--- config.mk ---
export PLATFORM = sky130hd
export DESIGN_NAME = cmd_sequencer_flat
export DESIGN_NICKNAME = d
export VERILOG_FILES = /design/src/rtl/coproc_pkg.sv /design/src/rtl/cmd_sequencer_if.sv /design/src/rtl/cmd_sequencer_idle_timer.sv /design/src/rtl/cmd_sequencer.sv /design/src/flat_wrapper.sv
export SDC_FILE = /design/constraint.sdc
export NUM_CORES = 1
export LEC_CHECK = 0
export ABC_AREA = 1
export CELL_PAD_IN_SITES_DETAIL_PLACEMENT = 0
export CELL_PAD_IN_SITES_GLOBAL_PLACEMENT = 1
export CORE_ASPECT_RATIO = 0.5
export CORE_MARGIN = 2
export CORE_UTILIZATION = 36
export DETAILED_ROUTE_END_ITERATION = 8
export PLACE_DENSITY_LB_ADDON = 0.3
export SLEW_MARGIN = 20
export SYNTH_ARGS = -nofsm -noshare
export SYNTH_HDL_FRONTEND = slang
export SYNTH_HIERARCHICAL = 1
export SYNTH_SLANG_ARGS = --single-unit
--- constraint.sdc ---
create_clock -name clk -period 2 [get_ports clk]
set_input_delay 0.2 -clock clk [delete_from_list [all_inputs] [get_ports clk]]
set_output_delay 0.2 -clock clk [all_outputs]
set_load 0.005 [all_outputs]
--- src/rtl/coproc_pkg.sv ---
// Shared definitions for the vector coprocessor: opcodes, controller states,
// error codes and default sizing.
package coproc_pkg;

  localparam int DEF_WIDTH          = 8;
  localparam int DEF_LENGTH         = 1024;
  localparam int DEF_TIMEOUT_CYCLES = 40_000_000;

  localparam logic [7:0] OP_IDLE = 8'd0;
  localparam logic [7:0] OP_WR_A = 8'd97;
  localparam logic [7:0] OP_WR_B = 8'd98;
  localparam logic [7:0] OP_RD_A = 8'd99;
  localparam logic [7:0] OP_RD_B = 8'd100;
  localparam logic [7:0] OP_SUM  = 8'd101;
  localparam logic [7:0] OP_AVG  = 8'd102;
  localparam logic [7:0] OP_MAN  = 8'd103;
  localparam logic [7:0] OP_EUC  = 8'd104;

  typedef enum logic [1:0] {
    IDLE = 2'd0,
    LOAD = 2'd1,
    EXEC = 2'd2
  } state_t;

  typedef enum logic [1:0] {
    ERR_NONE    = 2'b00,
    ERR_OPCODE  = 2'b01,
    ERR_TIMEOUT = 2'b10,
    ERR_BUSY    = 2'b11
  } err_t;

  function automatic logic is_load_op(input logic [7:0] code);
    return (code == OP_WR_A) || (code == OP_WR_B);
  endfunction

  function automatic logic is_exec_op(input logic [7:0] code);
    return (code >= OP_RD_A) && (code <= OP_EUC);
  endfunction

endpackage

--- src/rtl/cmd_sequencer_if.sv ---
// Handshake bundle between the command sequencer, the UART receiver,
// the vector registers and the processor.
interface cmd_sequencer_if
  import coproc_pkg::*;
#(
  parameter int WIDTH = DEF_WIDTH
);
  logic [WIDTH-1:0] rx_data;
  logic             rx_ready;
  logic             proc_done;
  logic [7:0]       op;
  logic             proc_start;
  logic             wea_A;
  logic             wea_B;
  logic [WIDTH-1:0] data_write;
  logic             busy;
  logic [1:0]       err_code;

  modport master (
    input  rx_data, rx_ready, proc_done,
    output op, proc_start, wea_A, wea_B, data_write, busy, err_code
  );

  modport slave (
    output rx_data, rx_ready, proc_done,
    input  op, proc_start, wea_A, wea_B, data_write, busy, err_code
  );
endinterface

--- src/rtl/cmd_sequencer_idle_timer.sv ---
// Inter-byte watchdog: counts enabled cycles without a restart and pulses
// expired on the cycle the count reaches TIMEOUT_CYCLES-1.
module idle_timer #(
  parameter int TIMEOUT_CYCLES = 40_000_000
) (
  input  logic clk,
  input  logic reset,
  input  logic enable,
  input  logic restart,
  output logic expired
);
  localparam int TW = (TIMEOUT_CYCLES > 2) ? $clog2(TIMEOUT_CYCLES) : 1;
  localparam logic [TW-1:0] LAST = TW'(TIMEOUT_CYCLES - 1);

  logic [TW-1:0] cnt_r;
  logic          expired_s;

  // A restarting byte takes priority over an expiry in the same cycle.
  assign expired_s = enable && !restart && (cnt_r == LAST);
  assign expired   = expired_s;

  // Idle-cycle counter, cleared whenever the watch is inactive or restarted
  always_ff @(posedge clk) begin
    if (!reset) begin
      cnt_r <= {TW{1'b0}};
    end else if (!enable || restart || expired_s) begin
      cnt_r <= {TW{1'b0}};
    end else begin
      cnt_r <= cnt_r + TW'(1);
    end
  end
endmodule

--- src/rtl/cmd_sequencer.sv ---
// Command sequencer: decodes UART opcodes, streams vector loads into
// register A or B, and launches processor operations.
module cmd_sequencer
  import coproc_pkg::*;
#(
  parameter int WIDTH          = DEF_WIDTH,
  parameter int LENGTH         = DEF_LENGTH,
  parameter int TIMEOUT_CYCLES = DEF_TIMEOUT_CYCLES
) (
  input  logic                   clk,
  input  logic                   reset,
  cmd_sequencer_if.master        bus
);
  localparam int CW = $clog2(LENGTH) + 1;
  localparam logic [CW-1:0] LAST_IDX = CW'(LENGTH - 1);

  state_t        state_r;
  logic [CW-1:0] count_r;
  logic [7:0]    rx_byte_s;
  logic          load_active_s;
  logic          timer_expired_s;

  assign rx_byte_s     = 8'(bus.rx_data);
  assign load_active_s = (state_r == LOAD);

  idle_timer #(
    .TIMEOUT_CYCLES(TIMEOUT_CYCLES)
  ) u_idle_timer (
    .clk     (clk),
    .reset   (reset),
    .enable  (load_active_s),
    .restart (bus.rx_ready),
    .expired (timer_expired_s)
  );

  // Controller state machine with all outputs registered
  always_ff @(posedge clk) begin
    if (!reset) begin
      state_r        <= IDLE;
      count_r        <= {CW{1'b0}};
      bus.op         <= OP_IDLE;
      bus.proc_start <= 1'b0;
      bus.wea_A      <= 1'b0;
      bus.wea_B      <= 1'b0;
      bus.data_write <= {WIDTH{1'b0}};
      bus.busy       <= 1'b0;
      bus.err_code   <= ERR_NONE;
    end else begin
      bus.proc_start <= 1'b0;
      bus.wea_A      <= 1'b0;
      bus.wea_B      <= 1'b0;
      case (state_r)
        IDLE: begin
          if (bus.rx_ready) begin
            if (is_load_op(rx_byte_s)) begin
              state_r      <= LOAD;
              bus.op       <= rx_byte_s;
              bus.busy     <= 1'b1;
              bus.err_code <= ERR_NONE;
              count_r      <= {CW{1'b0}};
            end else if (is_exec_op(rx_byte_s)) begin
              state_r        <= EXEC;
              bus.op         <= rx_byte_s;
              bus.busy       <= 1'b1;
              bus.err_code   <= ERR_NONE;
              bus.proc_start <= 1'b1;
            end else begin
              bus.err_code <= ERR_OPCODE;
            end
          end else begin
            state_r <= IDLE;
          end
        end
        LOAD: begin
          // Every byte here is payload, never an opcode.
          if (bus.rx_ready) begin
            bus.data_write <= bus.rx_data;
            if (bus.op == OP_WR_A) begin
              bus.wea_A <= 1'b1;
            end else begin
              bus.wea_B <= 1'b1;
            end
            if (count_r == LAST_IDX) begin
              state_r  <= IDLE;
              bus.op   <= OP_IDLE;
              bus.busy <= 1'b0;
              count_r  <= {CW{1'b0}};
            end else begin
              count_r <= count_r + CW'(1);
            end
          end else if (timer_expired_s) begin
            state_r      <= IDLE;
            bus.op       <= OP_IDLE;
            bus.busy     <= 1'b0;
            bus.err_code <= ERR_TIMEOUT;
            count_r      <= {CW{1'b0}};
          end else begin
            state_r <= LOAD;
          end
        end
        EXEC: begin
          if (bus.rx_ready) begin
            bus.err_code <= ERR_BUSY;
          end else begin
            bus.err_code <= bus.err_code;
          end
          if (bus.proc_done) begin
            state_r  <= IDLE;
            bus.op   <= OP_IDLE;
            bus.busy <= 1'b0;
          end else begin
            state_r <= EXEC;
          end
        end
        default: begin
          state_r  <= IDLE;
          bus.op   <= OP_IDLE;
          bus.busy <= 1'b0;
          count_r  <= {CW{1'b0}};
        end
      endcase
    end
  end
endmodule

--- src/flat_wrapper.sv ---
// flat-port wrapper written by rule: the top's interface ports become plain ports
module cmd_sequencer_flat import coproc_pkg::*;
#(
  parameter int WIDTH          = DEF_WIDTH,
  parameter int LENGTH         = DEF_LENGTH,
  parameter int TIMEOUT_CYCLES = DEF_TIMEOUT_CYCLES
)
  (clk, reset, bus_rx_data, bus_rx_ready, bus_proc_done, bus_op, bus_proc_start, bus_wea_A, bus_wea_B, bus_data_write, bus_busy, bus_err_code);
  cmd_sequencer_if #(.WIDTH(WIDTH)) bus_i ();
  input  logic clk;
  input  logic reset;
  input wire logic [$bits(bus_i.rx_data)-1:0] bus_rx_data;
  input wire logic [$bits(bus_i.rx_ready)-1:0] bus_rx_ready;
  input wire logic [$bits(bus_i.proc_done)-1:0] bus_proc_done;
  output wire logic [$bits(bus_i.op)-1:0] bus_op;
  output wire logic [$bits(bus_i.proc_start)-1:0] bus_proc_start;
  output wire logic [$bits(bus_i.wea_A)-1:0] bus_wea_A;
  output wire logic [$bits(bus_i.wea_B)-1:0] bus_wea_B;
  output wire logic [$bits(bus_i.data_write)-1:0] bus_data_write;
  output wire logic [$bits(bus_i.busy)-1:0] bus_busy;
  output wire logic [$bits(bus_i.err_code)-1:0] bus_err_code;
  assign bus_i.rx_data = bus_rx_data;
  assign bus_i.rx_ready = bus_rx_ready;
  assign bus_i.proc_done = bus_proc_done;
  assign bus_op = bus_i.op;
  assign bus_proc_start = bus_i.proc_start;
  assign bus_wea_A = bus_i.wea_A;
  assign bus_wea_B = bus_i.wea_B;
  assign bus_data_write = bus_i.data_write;
  assign bus_busy = bus_i.busy;
  assign bus_err_code = bus_i.err_code;
  cmd_sequencer #(.WIDTH(WIDTH), .LENGTH(LENGTH), .TIMEOUT_CYCLES(TIMEOUT_CYCLES)) u_core (.clk(clk), .reset(reset), .bus(bus_i));
endmodule
**Yosys cells after proc, flatten, opt, wreduce, memory -nomap -nowiden**

Cells that the tools add are included.

- Bitwise operators: 4
- $lt $le $gt $ge: 2
- Equal/unequal tests: 17
- Reductions and logical operators: 18
- Add/subtract/negate cells: 2
- Muxes and demuxes: 40

Operators by type and width:

| operator | count |
|---|---|
| 2-to-1 mux 8 bit | 7 |
| 2-to-1 mux 11 bit | 5 |
| one-hot mux 11 bit (3 select lines) | 1 |
| adder 26 x 1 -> 26 bit (second input constant) | 1 |
| equality test 26 bit (second input constant) | 1 |
| equality test 8 x 7 -> 1 bit (second input constant) | 3 |
| one-hot mux 8 bit (3 select lines) | 1 |
| 2-to-1 mux 2 bit | 11 |
| 2-to-1 mux 1 bit | 12 |
| one-hot mux 2 bit (3 select lines) | 2 |
| adder 11 x 1 -> 11 bit (second input constant) | 1 |
| equality test 11 x 10 -> 1 bit (second input constant) | 1 |
| AND reduction 5 bit | 2 |
| greater-or-equal comparator 8 x 7 -> 1 bit (second input constant) | 1 |
| <= comparator 8 x 7 -> 1 bit (second input constant) | 1 |
| != test 2 bit (second input constant) | 4 |
| != test 3 x 2 -> 1 bit (second input constant) | 2 |
| != test 2 x 1 -> 1 bit (second input constant) | 2 |
| != test 4 x 2 -> 1 bit (second input constant) | 1 |
| NOT 1 bit | 4 |
| AND reduction 2 bit | 2 |
| AND reduction 4 bit | 1 |
| OR reduction 4 bit | 1 |
| logical AND 1 bit | 3 |
| 10 further kinds | 13 |

- Input bits: 12
- Bits in registers: 61
- Output and inout port bits: 22

**Logic depth before layout (Yosys ltp)**

Gate-level depths: netlist of run 1.

- Depth in word-level cells: 6
- Mapped depth: 17
- Depth with buffers taken out: 16

**Hierarchy**

The synthesis of run 1 kept the hierarchy.

Modules (own cells, without submodules):

| module | sequential area each (um2) | area each (um2) | cells each | times used |
|---|---|---|---|---|
| cmd_sequencer | 700.7 | 1,783.0 | 258 | 1 |
| idle_timer | 520.5 | 1,416.4 | 223 | 1 |

**Worst setup path after synthesis of run 1**

OpenSTA, ideal clock, no wires.

- Path type: register to register
- Start: reg u_core.u_idle_timer.cnt_r[0]
- End: reg u_core.count_r[3]
- Data required time: 1,880 ps
- Library setup time: 120 ps
- Data arrival time: 1,836 ps
- Setup slack: 44 ps
- Period minus slack after synthesis: 1,956 ps
- Cell stages (with the launch flop): 16
- Path through: dfxtp_1 -> ha_1 -> nand2_1 -> nor2_2 -> nand2_2 -> nor2_2 -> nand2_2 -> nor2_1 -> nor2_1 -> nand2_2 -> nand2_1 -> nor2_2 -> nand2_4 -> buf_6 -> o21ai_1 -> a21oi_1

- Cells in the longest elaborated chain, start to end: 4

Ends and longest elaborated chain:

| what | line | source |
|---|---|---|
| start: declaration | cmd_sequencer_idle_timer.sv:15 | `logic [TW-1:0] cnt_r;` |
| start signal: assignment | cmd_sequencer_idle_timer.sv:25 | `cnt_r <= {TW{1'b0}};` |
| start signal: assignment | cmd_sequencer_idle_timer.sv:27 | `cnt_r <= {TW{1'b0}};` |
| start signal: assignment | cmd_sequencer_idle_timer.sv:29 | `cnt_r <= cnt_r + TW'(1);` |
| equality test 26 bit | cmd_sequencer_idle_timer.sv:19 | `assign expired_s = enable && !restart && (cnt_r == LAST);` |
| logical AND 1 bit | cmd_sequencer_idle_timer.sv:19 |  |
| named net u_core.timer_expired_s | cmd_sequencer.sv:21 | `logic timer_expired_s;` |
| != test 3 x 2 -> 1 bit (no line) | - |  |
| AND reduction 4 bit (no line) | - |  |
| end signal: assignment | cmd_sequencer.sv:40 | `count_r <= {CW{1'b0}};` |
| end signal: assignment | cmd_sequencer.sv:60 | `count_r <= {CW{1'b0}};` |
| end signal: assignment | cmd_sequencer.sv:87 | `count_r <= {CW{1'b0}};` |
| end: declaration | cmd_sequencer.sv:18 | `logic [CW-1:0] count_r;` |

The timed path passes the listed nets, and every way through them passes these cells.
A chain may end at the register's enable or synchronous reset.

**Final worst setup path of run 1**

- Start: reg u_core.u_idle_timer.cnt_r[1]
- End: reg u_core.count_r[9]

Same word-level chain as after synthesis.

==> summary.md, run 1 <==
| Metric | Value |
|---|---|
| WHS Path Cells | 3 |
| Cell row count | 24 |
| Critical Path AT | 2.24 ns |
| DP HPWL | 5540 µm |
| F_max | 508 MHz |
| Deepest clock path buffer count | 2 |
| Max Clock Skew | about 0.0057 ns |
| Hold EP | u_core/bus.data_write[4] |
| Internal | a little under 3 mW |
| Via count | roughly 3100 |
| Initial DRC count | 201 |
| DR WL/cell | 11.9 µm |
| Worst-Skew Late Latency | 0.33 ns |
| Largest net degree at the start of global routing | 27 |
| Initial antenna violation count | 0 |
| Grt total ovfl | 0 |
| CP startpoint kind | flip-flop |
| Final Hold Vio Count | 0 |
| HP Class | input pin to flip-flop |
| Setup crit end kind | flip-flop |
| Mean Syn Cell Area | 6.65 µm² |
| Ports | 34 |
| Syn Nets | roughly 500 |
| Htree depth | 3 |
| Gr usage total | 17.2% |
| Synth warn | 6 |
| Min Hold Slack | between 0.4 and 0.5 ns |
| Comb pwr share | between 15 and 20% |
| Post-detailed-route count of antenna-violating nets | 0 |
| DRT Wirelength | approximately 8000 µm |
| Most frequent cells in the layout | 119 x nand2_1, 76 x nor2_1, 57 x dfxtp_1, 55 x inv_1, 33 x clkdlybuf4s50_1 |
| Hold_sp | bus_rx_data[4] |
| Clock Root Buffer | clkbuf_16 |
| Synth Register Bits | 61 |
| Max-cap viol count | 0 |
| Flop-to-flop setup slack | 0.03 ns |
| Clk sink count | 61 |
| Slew Viols, Final | 0 |
| Max_slew headroom | 35.2% |
| Period utilisation layout | 98.4% |
| ANT cells | 0 |
| Cts bufs inserted | 9 |
| Worst-path maximum fanout | 6 |
| Commonest non-fill, non-tap cell in the layout | nand2_1 |
| Yosys cell types | 31 |
| Net Sw Frac | between 20% and 30% |
| Final #Nets | 566 |
| Req. time, crit path | approximately 2.3 ns |
| Met3 GRT Util | 5.73% |
| Share of cells above drive strength 1 | roughly a fifth |
| Seq pwr share | about a third |
| RD Place Congestion | approximately 0.86 |
| Critical path type | flip-flop to flip-flop |
| Period minus WS final | a little under 2 ns |
| CTS tree | done |
| Post-CTS Hold Buffers | 0 |
| Die height | 70.7 µm |
| M2 GR Usage | 26.1% |
| RSZ-0062 raised after global routing | yes |
| Clock network fraction of design power | 48.4% |
| Status | finished clean |
| Finished Core Util | between 50 and 60% |
| Initial Utilization | 36.9% |
| Global-route wire length before repair | ~13000 µm |
| NetSw | 983 µW |
| Leakage power | 1.66 nW |
| Count of final setup violators | 0 |
| Met1 usage | approximately a quarter |
| Pwr per Cell Area | 881 nW/µm² |
| Area grow syn2layout | 37.3% |
| Via/cell ratio | 4.59 |
| Busiest grt layer | met2 |
| Final instance count without filler cells | 670 |
| DRC Markers | 0 |
| I/O Buffers | 33 |
| Clock-pin transition on the worst setup and hold timing paths | roughly 0.050 ns |
| Drt pass-1 iters | 4 |
| Tightest Pin Transition | between 0.9 and 1 ns |
| Core Box Area | 8680 µm² |
| Number of global-route vias before repair | 2772 |
| Die width | between 100 and 150 µm |
| Mapped cell area | 3200 µm² |
| Critical R2R Launch | u_core/u_idle_timer/cnt_r[1] |
| Placed insts | approximately 650 |
| Syn Inst Count | 481 |
| Die Area | 9700 µm² |
| Seq/Total Area, Yosys | approximately two fifths |
| R2R depth | 15 |
| FF-to-FF End | u_core/count_r[9] |
| Max IR drop VDD | 0.576 mV |
==> registers in the layout, summed over array words and instances (netlist names) <==
register	count
u_core/bus.data_write	8
u_core/state_r	2
u_core/u_idle_timer/cnt_r	26
u_core/bus.err_code	2
u_core/bus.op	8
u_core/bus.wea_A	1
u_core/bus.proc_start	1
u_core/bus.busy	1
u_core/bus.wea_B	1
u_core/count_r	11
==> final cells by class <==
| class | instances | area (µm²) |
|---|---|---|
| clock inverter | 3 | 90.1 |
| multi-input combinational | 355 | 1880 |
| clock buffer | 13 | 270 |
| tap | 117 | 146 |
| timing repair buffer | 62 | 556 |
| fill | 884 | 4290 |
| inverter | 59 | 226 |
| sequential | 61 | 1230 |
==> worst max-delay path by stage <==
stage                                            start                  to  slack (ns)  depth (start not counted)
after CTS                 u_core/u_idle_timer/cnt_r[0]   u_core/count_r[3]       -0.01                         15
after detailed placement  u_core/u_idle_timer/cnt_r[0]   u_core/count_r[9]       -0.05                         15
after floorplan           u_core/u_idle_timer/cnt_r[0]   u_core/count_r[3]        0.04                         15
final                     u_core/u_idle_timer/cnt_r[1]   u_core/count_r[9]        0.03                         15
after global placement    u_core/u_idle_timer/cnt_r[0]  u_core/count_r[10]        0.06                         16
after global routing      u_core/u_idle_timer/cnt_r[1]   u_core/count_r[9]       -0.09                         15
==> what timing repair did <==
item	4_1_cts	5_1_grt
resized for setup	8	41
pin swaps	4	23
setup buffers	1	3
cloned	0	2
endpoints found under the setup margin	10	22
==> metrics by stage <==
step | TNS, ns | cell area (µm²) | total power, mW | setup WS, ns
2_1_floorplan | 0 | 3200 | 1.68 | 0.0439
3_3_place_gp | 0 | 3810 | 1.91 | 0.0585
3_5_place_dp | -0.217 | 3810 | 1.91 | -0.0490
4_1_cts | -0.0236 | 4190 | 3.82 | -0.0139
5_1_grt | -0.848 | 4390 | 4.04 | -0.0943
6_report | 0 | 4390 | 3.87 | 0.0316
==> synth_stat cells <==
master	count	area, µm²
inv_1	57	214
nand4_1	5	31.3
nand3_1	31	155
a21oi_2	1	8.76
inv_2	2	7.51
nand2_2	8	50.1
o21ai_1	3	15.0
nor2_4	2	22.5
buf_2	2	10.0
nand3_2	2	20.0
nand2_1	127	477
a21oi_1	27	135
nor3_1	6	30.0
o21ai_2	1	8.76
clkbuf_1	3	11.3
dfxtp_1	61	1220
o21ai_0	18	90.1
nand3b_1	6	45.0
xor2_1	8	70.1
ha_1	6	75.1
nor2_2	8	50.1
a21boi_0	1	7.51
nor2_1	81	304
xnor2_1	2	17.5
buf_6	3	33.8
nor4_1	1	6.26
and3_1	1	6.26
or2_2	3	18.8
a21oi_4	1	16.3
o21bai_1	1	7.51
nand2_4	3	33.8
==> worst max-delay path, stage by stage (launching register included) <==
cell and delay, ns:
dfxtp_2 0.34, ha_4 0.15, nand2_4 0.05, nor2_4 0.09, nand2_2 0.06, nor2_2 0.11
nand2_2 0.07, nor2_2 0.11, nor2_2 0.05, nand2_2 0.10, nand2_2 0.08, nor2_4 0.16
nand2_4 0.13, nor2_4 0.18, nand2_2 0.07, a21oi_2 0.12
==> layer usage <==
metal  share of wire (%)  wire [µm]
met1                  52       4150
met2                  43       3460
met3                 3.7        292
met4                 1.1         90
met5                   0          0
==> kinds of logic after synthesis <==
| logic type | after synthesis | synth area share, % |
|---|---|---|
| AO/OA/AOI/OAI | 53 | 9.03 |
| XOR/XNOR | 10 | 2.74 |
| adder cells (fa/ha/maj) | 6 | 2.35 |
| buffers and inverters | 67 | 8.64 |
| flip-flops | 61 | 38.2 |
| AND/OR/NAND/NOR | 284 | 39.1 |
==> power groups by stage <==
stage          Clock [mW]  Combinational, mW  Sequential (mW)
2_1_floorplan           0              0.343             1.34
3_3_place_gp            0              0.568             1.34
3_5_place_dp            0              0.570             1.34
4_1_cts              1.92              0.580             1.31
5_1_grt              1.96              0.762             1.32
6_report             1.88              0.682             1.31
(Power assumes the default switching activity.)
==> inputs of run 2 (changes only) <==
Settings changed: SYNTH_HIERARCHICAL 1 to unset.
==> run 2 against run 1 <==
  * Total power decreased by 18%
  * Non-clock buffer count decreased by 9
  * Cell area decreased by 9.0%
  * Worst setup slack improved by 0.22 ns
  * Sequential cell count unchanged
  * Wire length decreased by 11%
  * Cell count decreased by 8.8%
  * Sequential power decreased by 5%
  * Die area decreased by 3.4%
  * Area after synthesis decreased by 3.5%
  * Register-to-register slack improved by 0.22 ns
  * Utilization decreased by 1.7 points
  * Highest routed layer unchanged
==> summary.md, run 2 <==
| Metric | Value |
|---|---|
| Status | finished clean |
| Setup crit end kind | flip-flop |
| Die width | 135 µm (-1.7%) |
| Post-CTS Hold Buffers | 0 (unchanged) |
| CP startpoint kind | flip-flop |
| Final #Nets | 512 (-9.5%) |
| Pwr per Cell Area | 789 nW/µm² (-10%) |
| Number of global-route vias before repair | 2749 (-0.83%) |
| Most used DFF post-synth | dfxtp_1 |
| Asr flop ratio synth | 0% (unchanged) |
| Max Clock Skew | 0.00501 ns (-0.000713 ns) |
| Syn Inst Count | 439 (-8.7%) |
| Die Area | 9380 µm² (-3.4%) |
| Die height | 69.5 µm (-1.7%) |
| Critical Path Max Stage Delay | 0.40 ns (+0.06 ns) |
| Dominant cell type by area after synthesis | dfxtp_1 |
| Critical Path AT | 1.97 ns (-0.27 ns) |
| Max IR drop VDD | 0.499 mV (-13%) |
| Global-route wire length before repair | 12400 µm (-5.3%) |
| Syn Nets | 457 (-8.4%) |
| Initial DRC count | 137 (-32%) |
| Sum of negative setup slack | 0 ns (unchanged) |
| Final Hold Vio Count | 0 (unchanged) |
| Most frequent cells after synthesis | 88 x nand2_1, 68 x nor2_1, 61 x dfxtp_1, 52 x inv_1, 33 x a21oi_1 |
| Critical R2R Launch | u_core.count_r[0] |
| Synth Register Bits | 61 (unchanged) |
| Met1 usage | 20.6% (-2.7 points) |
| R2R depth | 10 (-5) |
| Post CTS Setup Buffer Count | 0 (-1) |
| Post-layout power | 3.16 mW (-18%) |
| Max-cap viol count | 0 (unchanged) |
| DRC Markers | 0 (unchanged) |
| Max reg flops | 26 (unchanged) |
| Top reg by flops | u_core.u_idle_timer.cnt_r |
| M2 GR Usage | 26.5% (+0.36 points) |
| Tightest Pin Transition | 0.342 ns (-0.623 ns) |
| Initial Utilization | 37.8% (+0.90 points) |
| HP Class | flip-flop to flip-flop |
| CP Buf/Inv Count | 1 (+1) |
| Crit-path slowest cell | dfxtp_1 |
| ANT cells | 0 (unchanged) |
| Cts bufs inserted | 9 (unchanged) |
| Min Hold Slack | 0.430 ns (+0.00477 ns) |
| Mapped cell area | 3090 µm² (-3.5%) |
| I/O Buffers | 33 (unchanged) |
| Synth top area share | 39.6% (+1.4 points) |
| CP Launch Point | u_core.count_r[0] |
| Period minus WS final | 1.75 ns (-0.217 ns) |
| Seq/Total Area, Yosys | 39.6% (+1.4 points) |
| Most frequent cells in the layout | 88 x nand2_1, 68 x nor2_1, 61 x dfxtp_1, 52 x inv_1 |
| Worst path depth | 10 (-5) |
| Synth warn | 0 (-6) |
| Ports | 34 (unchanged) |
| Clock Root Buffer | clkbuf_16 |
| Count leader, synth | nand2_1 |
| Commonest non-fill, non-tap cell in the layout | nand2_1 |
| Number of synthesized flops with an enable pin | 0 (unchanged) |
| Flop-to-flop setup slack | 0.25 ns (+0.22 ns) |
| CTS tree | done |
| Post-detailed-route count of antenna-violating nets | 0 (unchanged) |
| Area contributors post-synth | dfxtp_1 40%, nand2_1 11%, nor2_1 8.3% |
| Drt pass-1 iters | 4 (unchanged) |
| Crit-path cells | ha_1 > nand2_1 > nor2_2 > nand3b_1 > nand2_1 > nand2_2 > nor2_4 > nand2_2 > inv_1 > nor3_1 |
| Share of cells above drive strength 1 | 13.4% (-6.6 points) |
| Largest net degree at the start of global routing | 20 (-26%) |
| DR WL/cell | 11.6 µm (-2.7%) |
| Fill count | 838 (-5.2%) |
| Area grow syn2layout | 29.5% |
| Initial antenna violation count | 0 (unchanged) |
| F_max | 571 MHz (+12%) |
| DRT Wirelength | 7100 µm (-11%) |
| Slew Viols, Final | 0 (unchanged) |
| Busiest grt layer | met2 |
| Critical path type | flip-flop to flip-flop |
| Leading registers by flop count | u_core.u_idle_timer.cnt_r (26), u_core.count_r (11) |
| Htree depth | 3 (unchanged) |
| Worst slack at placement | 0.0898 ns (+0.139 ns) |
| Top delay family on crit path | simple AND/OR/NAND/NOR gates |
| Deepest clock path buffer count | 2 (unchanged) |
| Setup crit end | u_core.bus.op[4] |
| Met3 GRT Util | 5.04% (-0.69 points) |
| RD Place Congestion | 0.801 (-7.1%) |
| Clock-pin transition on the worst setup and hold timing paths | 0.05 ns (about the same) |
| Mean Syn Cell Area | 7.03 µm² (+5.7%) |
| Setup ws final | 0.249 ns (+0.217 ns) |
| Leakage power | 1.52 nW (-8.6%) |
| Req. time, crit path | 2.22 ns (-0.05 ns) |
| Period utilisation layout | 87.6% (-11 points) |
| DP HPWL | 5260 µm (-5.0%) |
| Max_slew headroom | 77.1% (+42 points) |
| Via/cell ratio | 4.62 (+0.81%) |
| FF-to-FF End | u_core.bus.op[4] |
| Worst-path maximum fanout | 8 (+2) |
| Cell area after placement | 3660 µm² (-3.9%) |
| Worst-Skew Late Latency | 0.33 ns (about the same) |
| Cell row count | 23 (-4.2%) |
| Finished Cell Area | 4000 µm² (-9.0%) |
| RSZ-0062 raised after global routing | no |
| Via count | 2825 (-8.1%) |
| Count of final setup violators | 0 (unchanged) |
| Clk sink count | 61 (unchanged) |
| Yosys cell types | 36 (+16%) |
| Gr usage total | 16.4% (-0.81 points) |
| Grt total ovfl | 0 (unchanged) |
| Core Box Area | 8170 µm² (-5.8%) |
run 2: cell count changes after synthesis, moves of 5 or more:
cell / delta
nand4_1: +6
a21oi_1: +6
nand2_1: -39
inv_1: -5
nor3_1: +7
nor2_1: -13
o21ai_0: -6
nand3_1: -6
run 2: cell type report:
type                    instances  area, µm²  area share, %
clock buffers                  12        256           6.42
clock inverters                 4       70.1           1.75
inverters                      56        213           5.32
multi-input cells             313       1620           40.4
flip-flops and latches         61       1220           30.5
well taps                     112        140           3.51
repair buffers                 53        480           12.0
run 2: cell families after synthesis:
family	after synthesis	synth area share, %
flops	61	39.6
fa+ha+maj	6	2.43
simple gates	243	37.3
buf+inv	65	8.31
xor+xnor	9	2.55
compound gates	55	9.85
run 2: worst min path at each step:
stage                             from                       end  depth (start not counted)
floorplan               bus_rx_data[4]  u_core.bus.data_write[4]                          2
global placement    u_core.count_r[10]        u_core.count_r[10]                          2
detailed placement  u_core.count_r[10]        u_core.count_r[10]                          2
CTS                     bus_rx_data[7]  u_core.bus.data_write[7]                          3
global route            bus_rx_data[7]  u_core.bus.data_write[7]                          3
finish              u_core.count_r[10]        u_core.count_r[10]                          2
run 2: what timing repair did:
item | 4_1_cts | 5_1_grt
gates resized for setup | 0 | 2
setup endpoints to repair | 0 | 5
endpoints found under the hold margin | 0 | 0
run 2: power breakdown:
part           switching (mW)  internal (mW)  leakage (nW)  total (mW)
clock network           0.537           1.15         0.163        1.69
logic                   0.118          0.100         0.864       0.219
registers              0.0124           1.23         0.492        1.25
run 2: metal layers:
layer	vias to the layer above	routed length, µm	part of all wire (%)
li1	1522	-	-
met4	0	17	0.24
met1	1269	3600	51
met2	32	3250	46
met3	2	231	3.3
met5	-	0	0
run 2: through the flow:
| step | utilization [%] | cells |
|---|---|---|
| final | 48.9 | 611 |
| after floorplan | - | 439 |
| after global placement | 44.8 | 595 |
| after CTS | 48.8 | 611 |
| after detailed placement | 44.8 | 595 |
| after global routing | 48.9 | 611 |
run 2: worst reg2reg max path, cell delays in order (launching register included):
cell and delay, ns:
dfxtp_1 0.40, ha_1 0.19, nand2_1 0.08, nor2_2 0.15, nand3b_1 0.09, nand2_1 0.09, nand2_2 0.15, nor2_4 0.21
nand2_2 0.13, inv_1 0.10, nor3_1 0.05
